$ cat config.mk
export PLATFORM = sky130hd
export DESIGN_NAME = cursor_overlay_writer
export DESIGN_NICKNAME = d
export VERILOG_FILES = /design/src/rtl/mouse_display_pkg.sv /design/src/rtl/mouse_reg_poller.sv /design/src/rtl/cursor_overlay_writer.sv
export SDC_FILE = /design/constraint.sdc
export NUM_CORES = 1
export LEC_CHECK = 0
export ABC_AREA = 1
export BUFFER_PORTS_ARGS = -buffer_cell sky130_fd_sc_hd__buf_4
export CAP_MARGIN = 20
export CORE_ASPECT_RATIO = 0.5
export CORE_MARGIN = 3
export CORE_UTILIZATION = 46
export CTS_BUF_LIST = sky130_fd_sc_hd__clkbuf_8
export DETAILED_ROUTE_END_ITERATION = 8
export REMOVE_ABC_BUFFERS = 1
export SETUP_SLACK_MARGIN = 0.02
export SLEW_MARGIN = 20
export SYNTH_ARGS = -nofsm -noshare
export SYNTH_HDL_FRONTEND = slang
export SYNTH_SLANG_ARGS = --single-unit
$ cat constraint.sdc
create_clock -name clk -period 6.1 [get_ports clk]
set_input_delay 1.22 -clock clk [delete_from_list [all_inputs] [get_ports clk]]
set_output_delay 1.22 -clock clk [all_outputs]
set_load 0.01 [all_outputs]
$ cat src/rtl/mouse_display_pkg.sv
// mouse_display_pkg
//   Shared definitions for the PS/2 mouse display path: register-file
//   addresses, the poll-state enum and the status button bit indices.
package mouse_display_pkg;

  localparam logic [1:0] REG_STATUS = 2'd0;
  localparam logic [1:0] REG_X      = 2'd1;
  localparam logic [1:0] REG_Y      = 2'd2;

  localparam int unsigned BTN_LEFT  = 0;
  localparam int unsigned BTN_RIGHT = 1;

  typedef enum logic [1:0] {
    RD_STATUS = 2'd0,
    RD_X      = 2'd1,
    RD_Y      = 2'd2
  } poll_state_t;

  // Register-file address driven while in a given poll state; the unused
  // encoding reads the status register, matching where the FSM recovers to.
  function automatic logic [1:0] poll_addr(input poll_state_t s);
    logic [1:0] a;
    a = REG_STATUS;
    case (s)
      RD_STATUS: a = REG_STATUS;
      RD_X:      a = REG_X;
      RD_Y:      a = REG_Y;
      default:   a = REG_STATUS;
    endcase
    return a;
  endfunction

endpackage

$ cat src/rtl/mouse_reg_poller.sv
// mouse_reg_poller
//   Round-robin poll of the PS/2 mouse register file (status, X, Y), one
//   register per cycle, publishing a coherent {buttons, x, y} shadow once
//   per 3-cycle poll.
// Ports:
//   i_clk, i_rst_n : clock, asynchronous active-low reset
//   i_data         : register-file read data (combinational from o_addr)
//   o_addr         : register-file read address
//   o_buttons      : shadow status button bits {right, left}
//   o_x, o_y       : shadow mouse coordinates
module mouse_reg_poller
  import mouse_display_pkg::*;
#(
  parameter int unsigned LOC_W = 8
) (
  input  logic             i_clk,
  input  logic             i_rst_n,
  input  logic [7:0]       i_data,
  output logic [1:0]       o_addr,
  output logic [1:0]       o_buttons,
  output logic [LOC_W-1:0] o_x,
  output logic [LOC_W-1:0] o_y
);

  poll_state_t      r_state;
  poll_state_t      w_state_next;
  logic [1:0]       r_pend_btn;
  logic [LOC_W-1:0] r_pend_x;
  logic [1:0]       r_sh_btn;
  logic [LOC_W-1:0] r_sh_x;
  logic [LOC_W-1:0] r_sh_y;

  always_ff @(posedge i_clk or negedge i_rst_n) begin
    if (!i_rst_n) r_state <= RD_STATUS;
    else          r_state <= w_state_next;
  end

  always_comb begin
    w_state_next = RD_STATUS;
    case (r_state)
      RD_STATUS: w_state_next = RD_X;
      RD_X:      w_state_next = RD_Y;
      RD_Y:      w_state_next = RD_STATUS;
      default:   w_state_next = RD_STATUS;
    endcase
  end

  assign o_addr = poll_addr(r_state);

  // Only the button bits of the status register are consumed downstream.
  // Y needs no pending stage: it is the last read of the poll and goes
  // straight into the shadow together with the pending status and X.
  always_ff @(posedge i_clk or negedge i_rst_n) begin
    if (!i_rst_n) begin
      r_pend_btn <= '0;
      r_pend_x   <= '0;
      r_sh_btn   <= '0;
      r_sh_x     <= '0;
      r_sh_y     <= '0;
    end else begin
      case (r_state)
        RD_STATUS: r_pend_btn <= i_data[1:0];
        RD_X:      r_pend_x   <= i_data[LOC_W-1:0];
        RD_Y: begin
          r_sh_btn <= r_pend_btn;
          r_sh_x   <= r_pend_x;
          r_sh_y   <= i_data[LOC_W-1:0];
        end
        default: ;
      endcase
    end
  end

  assign o_buttons = r_sh_btn;
  assign o_x       = r_sh_x;
  assign o_y       = r_sh_y;

endmodule

$ cat src/rtl/cursor_overlay_writer.sv
// cursor_overlay_writer
//   Scans the framebuffer row-major, one pixel per VGA_ready cycle, and
//   writes a button-coloured square cursor over a background colour. The
//   cursor position/buttons are snapshotted only at frame start, so a frame
//   never tears.
// Ports:
//   clk, rst_n : clock, asynchronous active-low reset
//   VGA_ready  : framebuffer accepts one write this cycle
//   data       : register-file read data (combinational from addr)
//   addr       : register-file read address
//   wr_en      : framebuffer write strobe (registered)
//   wr_addr    : framebuffer write address (registered)
//   wr_data    : framebuffer pixel colour (registered)
module cursor_overlay_writer
  import mouse_display_pkg::*;
#(
  parameter int unsigned H_RES       = 640,
  parameter int unsigned V_RES       = 480,
  parameter int unsigned ADDR_W      = 19,
  parameter int unsigned PIX_W       = 3,
  parameter int unsigned LOC_W       = 8,
  parameter int unsigned LOC_SHIFT   = 1,
  parameter int unsigned CURSOR_SIZE = 4,
  parameter int unsigned COLOR_BG    = 0,
  parameter int unsigned COLOR_IDLE  = 6,
  parameter int unsigned COLOR_LEFT  = 4,
  parameter int unsigned COLOR_RIGHT = 2
) (
  input  logic              clk,
  input  logic              rst_n,
  input  logic              VGA_ready,
  input  logic [7:0]        data,
  output logic [1:0]        addr,
  output logic              wr_en,
  output logic [ADDR_W-1:0] wr_addr,
  output logic [PIX_W-1:0]  wr_data
);

  localparam int unsigned PX_W = (H_RES > 1) ? $clog2(H_RES) : 1;
  localparam int unsigned PY_W = (V_RES > 1) ? $clog2(V_RES) : 1;
  localparam int unsigned CW   = LOC_W + LOC_SHIFT + 1;
  localparam int unsigned HX_W = (CW > PX_W) ? CW : PX_W;
  localparam int unsigned HY_W = (CW > PY_W) ? CW : PY_W;

  logic [1:0]        w_sh_btn;
  logic [LOC_W-1:0]  w_sh_x;
  logic [LOC_W-1:0]  w_sh_y;

  logic [PX_W-1:0]   r_px;
  logic [PY_W-1:0]   r_py;
  logic [ADDR_W-1:0] r_addr_cnt;
  logic [1:0]        r_act_btn;
  logic [LOC_W-1:0]  r_act_x;
  logic [LOC_W-1:0]  r_act_y;
  logic              r_wr_en;
  logic [ADDR_W-1:0] r_wr_addr;
  logic [PIX_W-1:0]  r_wr_data;

  logic              w_frame_start;
  logic              w_line_end;
  logic              w_frame_end;
  logic [1:0]        w_cur_btn;
  logic [LOC_W-1:0]  w_cur_x;
  logic [LOC_W-1:0]  w_cur_y;
  logic [CW-1:0]     w_cx;
  logic [CW-1:0]     w_cy;
  logic [CW-1:0]     w_cx_end;
  logic [CW-1:0]     w_cy_end;
  logic              w_hit;
  logic [PIX_W-1:0]  w_color;

  mouse_reg_poller #(
    .LOC_W (LOC_W)
  ) u_poller (
    .i_clk     (clk),
    .i_rst_n   (rst_n),
    .i_data    (data),
    .o_addr    (addr),
    .o_buttons (w_sh_btn),
    .o_x       (w_sh_x),
    .o_y       (w_sh_y)
  );

  assign w_frame_start = VGA_ready && (r_px == '0) && (r_py == '0);
  assign w_line_end    = (r_px == PX_W'(H_RES - 1));
  assign w_frame_end   = w_line_end && (r_py == PY_W'(V_RES - 1));

  // The frame-start pixel is drawn with the snapshot being taken on that
  // same edge, so bypass the active registers for it.
  assign w_cur_btn = w_frame_start ? w_sh_btn : r_act_btn;
  assign w_cur_x   = w_frame_start ? w_sh_x   : r_act_x;
  assign w_cur_y   = w_frame_start ? w_sh_y   : r_act_y;

  // One spare bit above the shifted coordinate keeps cx+CURSOR_SIZE from
  // wrapping, which is what clips the cursor at the right/bottom edges.
  assign w_cx     = CW'(w_cur_x) << LOC_SHIFT;
  assign w_cy     = CW'(w_cur_y) << LOC_SHIFT;
  assign w_cx_end = w_cx + CW'(CURSOR_SIZE);
  assign w_cy_end = w_cy + CW'(CURSOR_SIZE);

  assign w_hit = (HX_W'(w_cx) <= HX_W'(r_px)) && (HX_W'(r_px) < HX_W'(w_cx_end)) &&
                 (HY_W'(w_cy) <= HY_W'(r_py)) && (HY_W'(r_py) < HY_W'(w_cy_end));

  always_comb begin
    w_color = PIX_W'(COLOR_BG);
    if (w_hit) begin
      if (w_cur_btn[BTN_LEFT])       w_color = PIX_W'(COLOR_LEFT);
      else if (w_cur_btn[BTN_RIGHT]) w_color = PIX_W'(COLOR_RIGHT);
      else                           w_color = PIX_W'(COLOR_IDLE);
    end
  end

  // Scan counters; the running address replaces a py*H_RES+px multiply.
  always_ff @(posedge clk or negedge rst_n) begin
    if (!rst_n) begin
      r_px       <= '0;
      r_py       <= '0;
      r_addr_cnt <= '0;
    end else if (VGA_ready) begin
      if (w_line_end) begin
        r_px <= '0;
        if (w_frame_end) r_py <= '0;
        else             r_py <= r_py + 1'b1;
      end else begin
        r_px <= r_px + 1'b1;
      end
      if (w_frame_end) r_addr_cnt <= '0;
      else             r_addr_cnt <= r_addr_cnt + 1'b1;
    end
  end

  always_ff @(posedge clk or negedge rst_n) begin
    if (!rst_n) begin
      r_act_btn <= '0;
      r_act_x   <= '0;
      r_act_y   <= '0;
    end else if (w_frame_start) begin
      r_act_btn <= w_sh_btn;
      r_act_x   <= w_sh_x;
      r_act_y   <= w_sh_y;
    end
  end

  always_ff @(posedge clk or negedge rst_n) begin
    if (!rst_n) begin
      r_wr_en   <= 1'b0;
      r_wr_addr <= '0;
      r_wr_data <= '0;
    end else begin
      r_wr_en <= VGA_ready;
      if (VGA_ready) begin
        r_wr_addr <= r_addr_cnt;
        r_wr_data <= w_color;
      end
    end
  end

  assign wr_en   = r_wr_en;
  assign wr_addr = r_wr_addr;
  assign wr_data = r_wr_data;

endmodule

==> summary.md <==
- 14200 um^2 — Die ar.
- 34 — maximum net fanout on the critical path
- primary input — Critical Path Source Type
- 0 — EDFF count, synth
- 0.856 — final weighted congestion of routability-driven global placement
- 4.38 ns — arrival time reported for the critical path endpoint
- sky130_fd_sc_hd__dfrtp_1 — most common flop cell mapped by yosys
- 0 — post-route DRC violation count
- 255 nW/um^2 — cell area power density
- completed — result of the run
- done — clock tree from TritonCTS
- 6 — drt pass-1 iters
- 0.00164 W — post-layout power
- 0.246 GHz — maximum achievable frequency
- 0 — hold_buf cts
- 36 — total I/O pin count
- 132 uV — highest ir drop seen on vdd
- 3.59% — met3 layer usage reported by global route
- 0.0132 ns — post-route clock skew
- 2 — buffer levels on the longest clock path
- 42.3% — max-slew headroom at the worst pin
- 1213 — fillcell total
- 4458 — vias after detailed routing
- 100% — Async S/R FF share, synth
- met1 — global route hottest layer
- 22.0 mm — wire length of the first global-routing pass
- 3 — count of H-tree levels built during CTS
- 0 — count of final hold-check violations
- 12.6 mm — wirelength, routed
- 13.0% — fraction of final layout cells sized beyond drive strength 1
- 0 — post_cts resized
- 85.8 um — chip height
- 0.37 ns — clock insertion delay at the later pin of the skew report
- 9.29 mm — DP Wirelength
- false — setup repair after global routing missed its margin
- 9.52% — Area growth, synth to finish
- 230 — Detailed Route Iter0 Violations
- 28.4% — global routing usage on met2
- 0 — total setup violations reported at the end of the flow
- 4386 — vias in the first global route
- sky130_fd_sc_hd__clkbuf_8 — clock root buffer master
- 48.4% — initial core utilization
- 0.865 ns — transition at the pin with the smallest max-transition slack
- 0.11 ns — Reg clk slew, reported paths
- 0 — total inserted antenna cells
- 5860 um^2 — netlist area before placement
- 8.42 um^2 — synthesized area divided by synthesized cell count
- 66.7% — share of the clock period used by the worst path
- 108 — FF+latch count, synth
- 28 — number of placement rows
- 108 — count of clock tree sinks
- 18.9% — Tot GR Track Use
- 0 — antenna violations before repair
- 46.1% — register area share after synthesis
- 44 — number of distinct standard cells referenced by the synthesized netlist
- 4.07 ns — Final Critical Period
- 776 — number of nets in the finished design
- 0 — Max Cap Violations
- 0 ns — Final TNS setup
- 0 — Slew Limit Fails
- 0 — Final ANT Viol Nets
- 0 — number of post-CTS setup repair buffers
- 3.36 nW — Static Leakage
- 0 — aggregate global routing overflow
- 166 um — Horiz. Die Dim
- primary input to flop — crit path kind
- 68 — pin count of the biggest net entering global routing
- 12100 um^2 — Floorplan Core Area
- 2720 um^2 — area of the multi-input gates
- flop to flop — classification of the worst-slack hold path
- 28.6% — met1 Track Usage GR
- 34 — # port buffers
- flop — nature of the critical path endpoint
- 14.1 um — routed wirelength normalized by instance count
- 4.98 — via density per instance
- 696 — number of instances in the synthesized netlist
- 6.41 ns — WP data required
- 2700 um^2 — Register Area
- 0 — total of warnings raised by yosys
- 9 — clock buffers created by TritonCTS
critical path, stage by stage:
cell and delay (ns):
sky130_fd_sc_hd__buf_4 0.28, sky130_fd_sc_hd__inv_2 0.31, sky130_fd_sc_hd__nor2_2 0.15, sky130_fd_sc_hd__nand2_1 0.13, sky130_fd_sc_hd__nor2_8 0.15, sky130_fd_sc_hd__nand2_4 0.08, sky130_fd_sc_hd__nor2_8 0.22, sky130_fd_sc_hd__nand2_1 0.11
sky130_fd_sc_hd__o21ai_2 0.10, sky130_fd_sc_hd__inv_1 0.12, sky130_fd_sc_hd__ha_1 0.24, sky130_fd_sc_hd__inv_1 0.09, sky130_fd_sc_hd__nor2_1 0.06, sky130_fd_sc_hd__xor2_1 0.14, sky130_fd_sc_hd__ha_1 0.27, sky130_fd_sc_hd__nand4_1 0.11
sky130_fd_sc_hd__inv_1 0.05, sky130_fd_sc_hd__a21oi_1 0.13, sky130_fd_sc_hd__nand3b_1 0.10, sky130_fd_sc_hd__nor2_1 0.13, sky130_fd_sc_hd__nand3_1 0.09, sky130_fd_sc_hd__nand2_1 0.06
cell families (layout without fill, tap and decap cells):
kind of cell / Yosys count / in the layout / share of synthesized area, %
and+or+nand+nor: 333 / 333 / 26.7
DFF: 108 / 108 / 46.1
buffers and inverters: 108 / 143 / 7.51
AOI/OAI and AO/OA: 89 / 89 / 8.60
adders and majority gates: 39 / 39 / 8.32
xor gates and xnor gates: 18 / 18 / 2.69
other: 1 / 1 / 0.0640
cells in the mapped netlist, types with 3 or more instances:
master | count | area [um^2]
sky130_fd_sc_hd__nand2_1 | 194 | 728
sky130_fd_sc_hd__inv_2 | 6 | 22.5
sky130_fd_sc_hd__nor4_1 | 5 | 31.3
sky130_fd_sc_hd__buf_6 | 3 | 33.8
sky130_fd_sc_hd__nand2_2 | 6 | 37.5
sky130_fd_sc_hd__inv_1 | 85 | 319
sky130_fd_sc_hd__o21a_1 | 3 | 22.5
sky130_fd_sc_hd__nor3_2 | 4 | 40.0
sky130_fd_sc_hd__nor2_2 | 9 | 56.3
sky130_fd_sc_hd__nor2_4 | 6 | 67.6
sky130_fd_sc_hd__dfrtp_1 | 108 | 2700
sky130_fd_sc_hd__nand4_1 | 12 | 75.1
sky130_fd_sc_hd__nand3_1 | 28 | 140
sky130_fd_sc_hd__xor2_1 | 16 | 140
sky130_fd_sc_hd__buf_4 | 3 | 22.5
sky130_fd_sc_hd__ha_1 | 39 | 488
sky130_fd_sc_hd__nor2_1 | 47 | 176
sky130_fd_sc_hd__clkbuf_1 | 9 | 33.8
sky130_fd_sc_hd__o21ai_0 | 45 | 225
sky130_fd_sc_hd__nor3_1 | 7 | 35.0
sky130_fd_sc_hd__a21oi_1 | 30 | 150
sequential cells by signal, summed over array words and instances (netlist names), 2 cells and up:
signal,flops
r_addr_cnt,19
wr_addr,19
r_px,10
r_py,9
r_act_x,8
r_act_y,8
u_poller.o_x,8
u_poller.o_y,8
u_poller.r_pend_x,8
r_act_btn,2
u_poller.o_buttons,2
u_poller.r_pend_btn,2
u_poller.r_state,2
wr_data,2
area by class of cell:
cell class | instances | share of cell area (%)
Multi-Input combinational cell | 480 | 42.4
Sequential cell | 108 | 42.1
Inverter | 92 | 5.38
Timing Repair Buffer | 35 | 4.09
Tap cell | 165 | 3.22
Clock buffer | 10 | 2.14
Clock inverter | 6 | 0.721
report_power, final:
group,total (W),switching [W],internal [W]
combinational,0.000329,0.000196,0.000133
sequential,0.000892,0.0000920,0.000800
clock,0.000419,0.000256,0.000163
layer usage:
metal / up-vias / part of all wire [%]
met5: - / 0
met2: 58 / 42
met1: 2104 / 54
li1: 2287 / -
met3: 9 / 3.3
met4: 0 / 0.70
cells in the final DEF, fill, tap and decap left out, drive strengths merged:
master,count
a21o,1
a21oi,30
a221oi,1
a22oi,1
a31o,1
a31oi,1
and2,1
and3,2
buf,35
clkbuf,10
clkinv,3
clkinvlp,1
conb,1
dfrtp,108
ha,39
inv,94
nand2,201
nand3,31
nand3b,1
nand4,12
nor2,64
nor3,11
nor3b,2
nor4,7
o21a,3
o21ai,49
o311ai,1
o41ai,1
or2,1
xnor2,2
xor2,16
path summary, 6_finish.rpt:
check	from	end	slack, ns	cells after the start
worst max-delay path	VGA_ready	wr_data[2]$_DFFE_PN0P_	2.03	22
worst max register to register	r_py[1]$_DFFE_PN0P_	wr_data[2]$_DFFE_PN0P_	2.86	26
worst min register to register	wr_addr[3]$_DFFE_PN0P_	wr_addr[3]$_DFFE_PN0P_	0.49	2
worst min-delay path	wr_addr[3]$_DFFE_PN0P_	wr_addr[3]$_DFFE_PN0P_	0.49	2
min in group asynchronous	rst_n	u_poller.r_pend_x[5]$_DFFE_PN0N_	0.94	1
max in group asynchronous	rst_n	r_addr_cnt[6]$_DFFE_PN0P_	4.05	2
metrics by stage:
| stage | area, um^2 | worst slack, ns | util [%] | instances | hold WS, ns |
|---|---|---|---|---|---|
| 2_1_floorplan | 5770 | 2.43 | - | 680 | 0.442 |
| 3_3_place_gp | 6240 | 1.73 | 51.5 | 880 | 0.457 |
| 3_5_place_dp | 6240 | 1.63 | 51.5 | 880 | 0.459 |
| 4_1_cts | 6420 | 2.03 | 53.0 | 896 | 0.489 |
| 5_1_grt | 6420 | 1.61 | 53.0 | 896 | 0.517 |
| 6_report | 6420 | 2.03 | 53.0 | 896 | 0.486 |
No activity file was read; power rests on OpenSTA's default activity.
